**src/rtl/load_store_unit.sv**
```systemverilog
// load_store_unit
//   Single-outstanding load/store unit sitting between the EX stage and a
//   small word-addressed data memory with a combinational read port.
//   Each accepted request is bounds-checked, performs one memory access and,
//   for loads, returns the read word to writeback one cycle later.
//
// Ports
//   clk, rst              clock; asynchronous active-low reset
//   req_valid/_is_store   EX request handshake (req_ready high only in IDLE)
//   req_addr/_wdata/_rd   effective address, store data, load destination
//   mem_read/_write       data-memory strobes (one cycle, never both)
//   mem_addr/_wdata       data-memory address and write data
//   mem_rdata             data-memory read data
//   wb_valid/_rd/_data    load result to writeback
//   store_done, addr_err  one-cycle status pulses
//   load_cnt, store_cnt   8-bit wrapping completed-op counters
//
// state  | meaning
// -------+---------------------------------------------------------------
// IDLE   | ready for a request
// ACCESS | drive one memory strobe for the captured op
// RESP   | present the captured load result on the writeback port
// ERR    | address out of range; pulse addr_err, touch nothing else
module load_store_unit #(
  parameter int DATA_W = 16,
  parameter int ADDR_W = 3
) (
  input  logic              clk,
  input  logic              rst,
  input  logic              req_valid,
  input  logic              req_is_store,
  input  logic [DATA_W-1:0] req_addr,
  input  logic [DATA_W-1:0] req_wdata,
  input  logic [2:0]        req_rd,
  output logic              req_ready,
  output logic              mem_read,
  output logic              mem_write,
  output logic [ADDR_W-1:0] mem_addr,
  output logic [DATA_W-1:0] mem_wdata,
  input  logic [DATA_W-1:0] mem_rdata,
  output logic              wb_valid,
  output logic [2:0]        wb_rd,
  output logic [DATA_W-1:0] wb_data,
  output logic              store_done,
  output logic              addr_err,
  output logic [7:0]        load_cnt,
  output logic [7:0]        store_cnt
);

  typedef enum logic [1:0] {
    S_IDLE   = 2'd0,
    S_ACCESS = 2'd1,
    S_RESP   = 2'd2,
    S_ERR    = 2'd3
  } state_t;

  state_t r_state;
  state_t w_next;

  // Only the in-range address bits are kept: the upper bits matter solely for
  // the accept-time range check, which already picked ACCESS or ERR.
  logic              r_is_store;
  logic [ADDR_W-1:0] r_addr;
  logic [DATA_W-1:0] r_wdata;
  logic [2:0]        r_rd;
  logic [DATA_W-1:0] r_wb_data;
  logic [2:0]        r_wb_rd;
  logic [7:0]        r_load_cnt;
  logic [7:0]        r_store_cnt;

  logic w_accept;
  logic w_addr_bad;

  assign w_accept   = req_valid && (r_state == S_IDLE);
  assign w_addr_bad = (req_addr >> ADDR_W) != '0;

  always_ff @(posedge clk or negedge rst) begin
    if (!rst) begin
      r_state <= S_IDLE;
    end else begin
      r_state <= w_next;
    end
  end

  // All strobes decode from the state register and captured registers only,
  // so an asynchronous reset drops them immediately.
  always_comb begin
    w_next     = r_state;
    req_ready  = 1'b0;
    mem_read   = 1'b0;
    mem_write  = 1'b0;
    mem_addr   = '0;
    mem_wdata  = '0;
    store_done = 1'b0;
    addr_err   = 1'b0;
    wb_valid   = 1'b0;
    case (r_state)
      S_IDLE: begin
        req_ready = 1'b1;
        if (req_valid) begin
          w_next = w_addr_bad ? S_ERR : S_ACCESS;
        end
      end
      S_ACCESS: begin
        mem_addr  = r_addr;
        mem_wdata = r_wdata;
        if (r_is_store) begin
          mem_write  = 1'b1;
          store_done = 1'b1;
          w_next     = S_IDLE;
        end else begin
          mem_read = 1'b1;
          w_next   = S_RESP;
        end
      end
      S_RESP: begin
        wb_valid = 1'b1;
        w_next   = S_IDLE;
      end
      S_ERR: begin
        addr_err = 1'b1;
        w_next   = S_IDLE;
      end
      default: begin
        w_next = S_IDLE;
      end
    endcase
  end

  always_ff @(posedge clk or negedge rst) begin
    if (!rst) begin
      r_is_store <= 1'b0;
      r_addr     <= '0;
      r_wdata    <= '0;
      r_rd       <= '0;
    end else if (w_accept) begin
      r_is_store <= req_is_store;
      r_addr     <= req_addr[ADDR_W-1:0];
      r_wdata    <= req_wdata;
      r_rd       <= req_rd;
    end
  end

  // Writeback payload is only updated by a load access, so it holds the last
  // load result; wb_valid alone marks it fresh.
  always_ff @(posedge clk or negedge rst) begin
    if (!rst) begin
      r_wb_data <= '0;
      r_wb_rd   <= '0;
    end else if (r_state == S_ACCESS && !r_is_store) begin
      r_wb_data <= mem_rdata;
      r_wb_rd   <= r_rd;
    end
  end

  always_ff @(posedge clk or negedge rst) begin
    if (!rst) begin
      r_load_cnt  <= '0;
      r_store_cnt <= '0;
    end else begin
      if (r_state == S_RESP) begin
        r_load_cnt <= r_load_cnt + 8'd1;
      end
      if (r_state == S_ACCESS && r_is_store) begin
        r_store_cnt <= r_store_cnt + 8'd1;
      end
    end
  end

  assign wb_data   = r_wb_data;
  assign wb_rd     = r_wb_rd;
  assign load_cnt  = r_load_cnt;
  assign store_cnt = r_store_cnt;

endmodule
```
**config.mk**
```make
export PLATFORM = sky130hd
export DESIGN_NAME = load_store_unit
export DESIGN_NICKNAME = d
export VERILOG_FILES = /design/src/rtl/load_store_unit.sv
export SDC_FILE = /design/constraint.sdc
export NUM_CORES = 1
export LEC_CHECK = 0
export CAP_MARGIN = 10
export CORE_MARGIN = 4
export CORE_UTILIZATION = 42
export DETAILED_ROUTE_END_ITERATION = 16
export PLACE_DENSITY_LB_ADDON = 0.1
export SLEW_MARGIN = 25
export SYNTH_ARGS = -nofsm -noshare
export SYNTH_HDL_FRONTEND = slang
export SYNTH_SLANG_ARGS = --single-unit
```
**constraint.sdc**
```tcl
create_clock -name clk -period 1.97 [get_ports clk]
set_clock_uncertainty 0.1 [all_clocks]
set_input_delay 0.394 -clock clk [delete_from_list [all_inputs] [get_ports clk]]
set_output_delay 0.394 -clock clk [all_outputs]
set_load 0.01 [all_outputs]
```
==> key figures, run 1 <==
CTS
  • TritonCTS clock tree: done
  • Postcts setup bufs: 0
  • Worst-path clk slew: 0.06 ns
  • TritonCTS sink count: 60
  • Bufs on Longest Clock Path: 2
  • CTS Buf Count: 9
  • # H-tree levels: 3
  • CTS root buf: clkbuf_8
  • Worst-skew pair later-pin latency: 0.32 ns

Routing
  • Residual DRC: 0
  • Wl on met1: 2390 µm
  • Vias per cell: 4.73
  • First-pass detailed-route iteration total: 4
  • Max layer used: met4
  • Via count: between 1500 and 2000
  • Routed met3 length: 348 µm
  • Drt total wl: 5850 µm
  • Met2 WL: 3070 µm
  • Final ANT Viol Nets: 0
  • WL per Instance: 15.0 µm
  • DR iter-0 viols: 60

Cells and area
  • Register area: 0.00150 mm²
  • Share of post-route cells with drive strength above 1: about a quarter
  • Footprint of the multi-input gates: 0.00106 mm²
  • Most frequent cells in the layout: clkdlybuf4s50_1 (88), dfrtp_1 (60), mux2_2 (26), and2_1 (21), mux2_4 (19)
  • Fillers: 498
  • Ant diodes: 0
  • Fin cells: 389
  • Commonest non-fill, non-tap cell in the layout: clkdlybuf4s50_1
  • Area Growth Syn to Fin: 55.8%
  • Final Net Count: 367

Setup path
  • Crit path cell chain: nor2b_4 -> buf_6 -> and2_1 -> dlygate4sd2_1
  • Crit end category: output pin
  • Critical Path RT: 1.48 ns
  • Critical R2R Launch: r_state[1]
  • Slowest cell on the critical path: dfrtp_1
  • Critical Path Source: r_state[1]
  • Arr. time, crit path: 1.40 ns
  • Critical path class: flip-flop to output pin
  • Worst-path fanout max: 9
  • Max incr delay on CP: between 0.4 and 0.5 ns
  • Worst Setup Start Kind: flip-flop

Timing
  • Relative slew slack: approximately 78%
  • RSZ-0062 raised after global routing: false
  • Worst slew pin tran: roughly 0.33 ns
  • Slew Limit Fails: 0
  • Endpoints failing setup: 0
  • Tmin final: 1.90 ns
  • Final hold violations: 0
  • Worst hold slack: 0.367 ns
  • Fin crit share: 96.2%
  • Setup TNS Final: 0 ns
  • Max Fclk: 528 MHz

Hold path
  • Hold Crit Class: flip-flop to flip-flop
  • Hold Crit Start: store_cnt[7]

Placement
  • DP HPWL: 4320 µm
  • I/O Buffers: 114
  • Placed Cells: 372
  • RePlAce Congestion: 0.728

Yosys
  • Synth cell types: 24
  • Netlist Area Pre-Place: ~0.0026 mm²
  • Ys Warns: 0
  • Cells after synthesis: 183
  • Syn Area/Cell: 14.2 µm²
  • Register area share after synthesis: 57.7%
  • Flops & latches, synth: 60
  • Synth Net Count: 240

Global route
  • Tot GR Track Use: 16.5%
  • Overflow after GRT: 0
  • Largest net degree at the start of global routing: between 60 and 70
  • First-pass GRT wire length: 9610 µm
  • Vias in the first global route: 2024
  • Initial antenna violation count: 0

Floorplanning
  • I/O pins: 115
  • Starting Density: about 44%
  • FP Rows: 28
  • Die W: ~87 µm
  • Die Ht: 86.7 µm
  • Die footprint: 0.00752 mm²
  • Core ar.: about 0.0060 mm²

Status
  • Status: finished, final reports clean

Pwr
  • Peak supply drop: 0.800 mV
  • Pwr dens: 1280 mW/mm²
  • Lkg Pwr: 1.82 nW

Run
  • Max-cap violation count: 0
-- cell type report --
type / instances / share of cell area, %
clock buffer: 13 / 3.92
clock inverter: 2 / 0.247
multi-input combinational: 114 / 26.1
sequential: 60 / 37.0
tap: 75 / 2.31
timing repair buffer: 125 / 30.4
-- critical path, delay by kind of cell (launching register included) --
kind	cells	cell delay [ns]
flip-flops	1	0.41
buffers and inverters	2	0.40
AND/OR/NAND/NOR	2	0.27
-- cell usage after synthesis --
library cell	instances	share of area, %
nand2_1	8	1.2
and2_1	21	5.0
o21a_1	1	0.29
nor3b_2	1	0.48
nand4_1	6	1.4
xnor2_1	7	2.4
nand2b_1	1	0.24
mux2_2	26	11
and3_1	1	0.24
ha_1	2	0.96
nor2b_1	2	0.48
clkbuf_1	3	0.43
nor2_2	1	0.24
nor3_1	3	0.58
dfrtp_1	60	58
buf_2	3	0.58
nor4_1	5	1.2
buf_4	1	0.29
buf_6	2	0.87
and3b_1	1	0.34
nor2_1	1	0.14
mux2_4	19	11
and4b_1	1	0.38
xor2_1	7	2.4
-- logic make-up after synthesis --
logic type      share of synthesized area (%)
xor+xnor                                 4.71
buf+inv                                  2.16
mux                                      22.2
simple gates                             12.0
fa+ha+maj                               0.961
compound gates                          0.289
flops                                    57.7
-- metrics by stage --
step	setup slack (ns)	cell area [µm²]	power, mW	utilization (%)
3_3_place_gp	0.105	3890	4.28	65.3
4_1_cts	0.0148	4040	5.24	67.8
5_1_grt	0.00344	4060	5.53	68.1
6_report	0.0748	4060	5.18	68.1
2_1_floorplan	0.328	2600	3.13	-
3_5_place_dp	0.0942	3890	4.33	65.3
-- repair_timing --
action | 4_1_cts | 5_1_grt
endpoints found under the setup margin | 25 | 20
endpoints found under the hold margin | 60 | 0
pin swaps | 0 | 0
hold buffers | 1 | 0
gates resized for setup | 26 | 23
gates cloned | 0 | 1
-- power by group --
group,leakage (nW),switching (mW),internal (mW)
sequential,0.727,0.344,1.74
clock,0.0893,0.426,0.515
combinational,1.00,0.770,1.38
-- final timing paths --
kind | end | slack (ns) | depth (start not counted)
worst max-delay path | mem_addr[1] | 0.07 | 4
worst min-delay path | store_cnt[7] | 0.37 | 1
worst max register to register | wb_data[7] | 0.23 | 4
worst min register to register | store_cnt[7] | 0.37 | 1
max in group asynchronous | r_addr[1] | 1.00 | 3
min in group asynchronous | store_cnt[5] | 0.50 | 3
-- flip-flops by register name, indices dropped and copies added, names as in the netlist --
| signal | count |
|---|---|
| load_cnt | 8 |
| r_addr | 3 |
| r_is_store | 1 |
| r_rd | 3 |
| r_state | 2 |
| r_wdata | 16 |
| store_cnt | 8 |
| wb_data | 16 |
| wb_rd | 3 |
-- routing by layer --
metal  up-vias  GRT usage (%)
li1        883              -
met2        54           27.7
met4         0           5.52
met5         -              0
met1       896           20.2
met3         6           4.94
Power figures use the tool's default switching activity.
==> inputs of run 2 (changes only) <==
--- a/config.mk
+++ b/config.mk
@@ -6,6 +6,7 @@
 export NUM_CORES = 1
 export LEC_CHECK = 0
 export CAP_MARGIN = 10
+export CORE_ASPECT_RATIO = 1.2
 export CORE_MARGIN = 4
 export CORE_UTILIZATION = 42
 export DETAILED_ROUTE_END_ITERATION = 16
==> key figures, run 2 (same netlist as run 1, synthesis figures left out) <==
CTS
  • TritonCTS sink count: 60
  • Postcts setup bufs: 0
  • CTS root buf: clkbuf_8
  • Worst-path clk slew: 0.06 ns
  • # H-tree levels: 3
  • Worst-skew pair later-pin latency: 0.32 ns
  • TritonCTS clock tree: done
  • CTS Buf Count: 9
  • Bufs on Longest Clock Path: 2

Setup path
  • Worst Setup Start Kind: flip-flop
  • Worst-path fanout max: 10
  • Crit end category: output pin
  • R2r setup slk: 0.27 ns
  • R2R depth: 4
  • Critical R2R Launch: r_state[1]
  • Critical Path RT: ~1.5 ns
  • Arr. time, crit path: about 1.4 ns
  • Worst r2r dst: wb_rd[1]
  • Critical path class: flip-flop to output pin

Pwr
  • Peak supply drop: 0.780 mV
  • Clk pwr share: around 22%
  • Lkg Pwr: 1.80 nW
  • Sw frac: 28.8%
  • Sw Pwr: 1.55 mW
  • Combinational power share: 39.2%
  • Reg power frac: 38.7%
  • Pint: 3.84 mW
  • Pwr dens: 1320 mW/mm²

Placement
  • DP HPWL: 4590 µm
  • RePlAce Congestion: 0.775
  • I/O Buffers: 114

Cells and area
  • Ant diodes: 0
  • Share of post-route cells with drive strength above 1: 24.8%
  • Most frequent cells in the layout: clkdlybuf4s50_1 (88), dfrtp_1 (60), mux2_2 (26), and2_1 (21), mux2_4 (19)
  • Area Growth Syn to Fin: 57.2%
  • Final Net Count: 367
  • Final Util: 68.0%
  • Commonest non-fill, non-tap cell in the layout: clkdlybuf4s50_1

Routing
  • Final ANT Viol Nets: 0
  • WL per Instance: 15.1 µm
  • Vias per cell: 4.75
  • DR iter-0 viols: 41
  • First-pass detailed-route iteration total: 4
  • Via count: 1884
  • Residual DRC: 0
  • Drt total wl: approximately 6000 µm

Global route
  • Tot GR Track Use: between 10% and 20%
  • First-pass GRT wire length: 9640 µm
  • Largest net degree at the start of global routing: 25
  • Overflow after GRT: 0
  • Vias in the first global route: 2056
  • Initial antenna violation count: 0

Floorplanning
  • Die footprint: roughly 0.0075 mm²
  • FP Rows: 31
  • Die W: 79.9 µm
  • Core ar.: 0.00601 mm²
  • Die Ht: approximately 94 µm
  • Starting Density: 43.3%
  • I/O pins: 115

Hold path
  • Hold Crit Start: store_cnt[7]
  • Hold worst-path end: store_cnt[7]
  • Hold path depth: 1
  • Hold Crit Class: flip-flop to flip-flop

Timing
  • Max Fclk: 530 MHz
  • Final hold violations: 0
  • Worst slew pin tran: 0.491 ns
  • Tmin final: 1.89 ns
  • Setup TNS Final: 0 ns
  • Slew Limit Fails: 0
  • Fin crit share: 95.8%
  • RSZ-0062 raised after global routing: false
  • Relative slew slack: between 60% and 70%
  • Endpoints failing setup: 0

Run
  • Max-cap violation count: 0

Status
  • Status: finished, final reports clean
run 2: changes by cell type in the layout (fill, tap and decap cells not counted), moves of 2 or more:
cell	delta
clkdlybuf4s15_1	+9
dlygate4sd2_1	-9
buf_4	+3
buf_6	-2
bufinv_16	+2
run 2: final cells by class:
| class | instances | area, µm² |
|---|---|---|
| fillers | 463 | 1920 |
| flip-flops and latches | 60 | 1500 |
| repair buffers | 125 | 1220 |
| multi-input cells | 114 | 1050 |
| clock buffers | 11 | 141 |
| well taps | 82 | 103 |
| clock inverters | 5 | 75.1 |
run 2: per-layer routing:
metal | wire length (µm) | global-route usage [%] | vias up
met5 | 0 | 0 | -
met2 | 3200 | 28.9 | 60
met1 | 2270 | 19.0 | 930
li1 | - | - | 880
met4 | 123 | 7.61 | 0
met3 | 402 | 5.57 | 14
run 2: timing repair:
action                                  CTS  global route
endpoints found under the setup margin   25            22
hold buffers                              1             0
cloned                                    0             0
hold endpoints to repair                 18             0
gates resized for setup                  26            26
run 2: power groups by stage:
stage	clock (mW)	combinational, mW	sequential (mW)
2_1_floorplan	0	0.948	2.18
3_3_place_gp	0	2.17	2.10
3_5_place_dp	0	2.21	2.10
4_1_cts	1.23	2.14	2.09
5_1_grt	1.30	2.27	2.16
6_report	1.20	2.12	2.09
run 2: per-stage QoR:
stage | hold slack, ns | std cells | instance area (µm²) | power [mW] | worst slack (ns)
2_1_floorplan | -0.00159 | 183 | 2600 | 3.13 | 0.328
5_1_grt | 0.376 | 397 | 4090 | 5.73 | 0.00437
3_5_place_dp | 0.302 | 380 | 3880 | 4.31 | 0.0918
6_report | 0.365 | 397 | 4090 | 5.40 | 0.0820
3_3_place_gp | 0.288 | 380 | 3880 | 4.27 | 0.115
4_1_cts | 0.370 | 397 | 4080 | 5.46 | 0.000564
run 2: how the worst max path moves through the flow:
stage                           from            end  slack, ns
after global routing      r_state[0]   mem_wdata[0]      0.004
after floorplan           r_state[0]  mem_wdata[10]       0.33
after detailed placement  r_state[1]  mem_wdata[14]       0.09
after global placement    r_state[1]       mem_read       0.11
final                     r_state[0]  mem_wdata[15]       0.08
after CTS                 r_state[0]  mem_wdata[14]     0.0006
run 2: critical path, cell delays in order (launching register included):
cell and delay (ns):
dfrtp_1 0.37, nor2b_2 0.16, buf_4 0.16, and2_1 0.15, clkdlybuf4s15_1 0.23
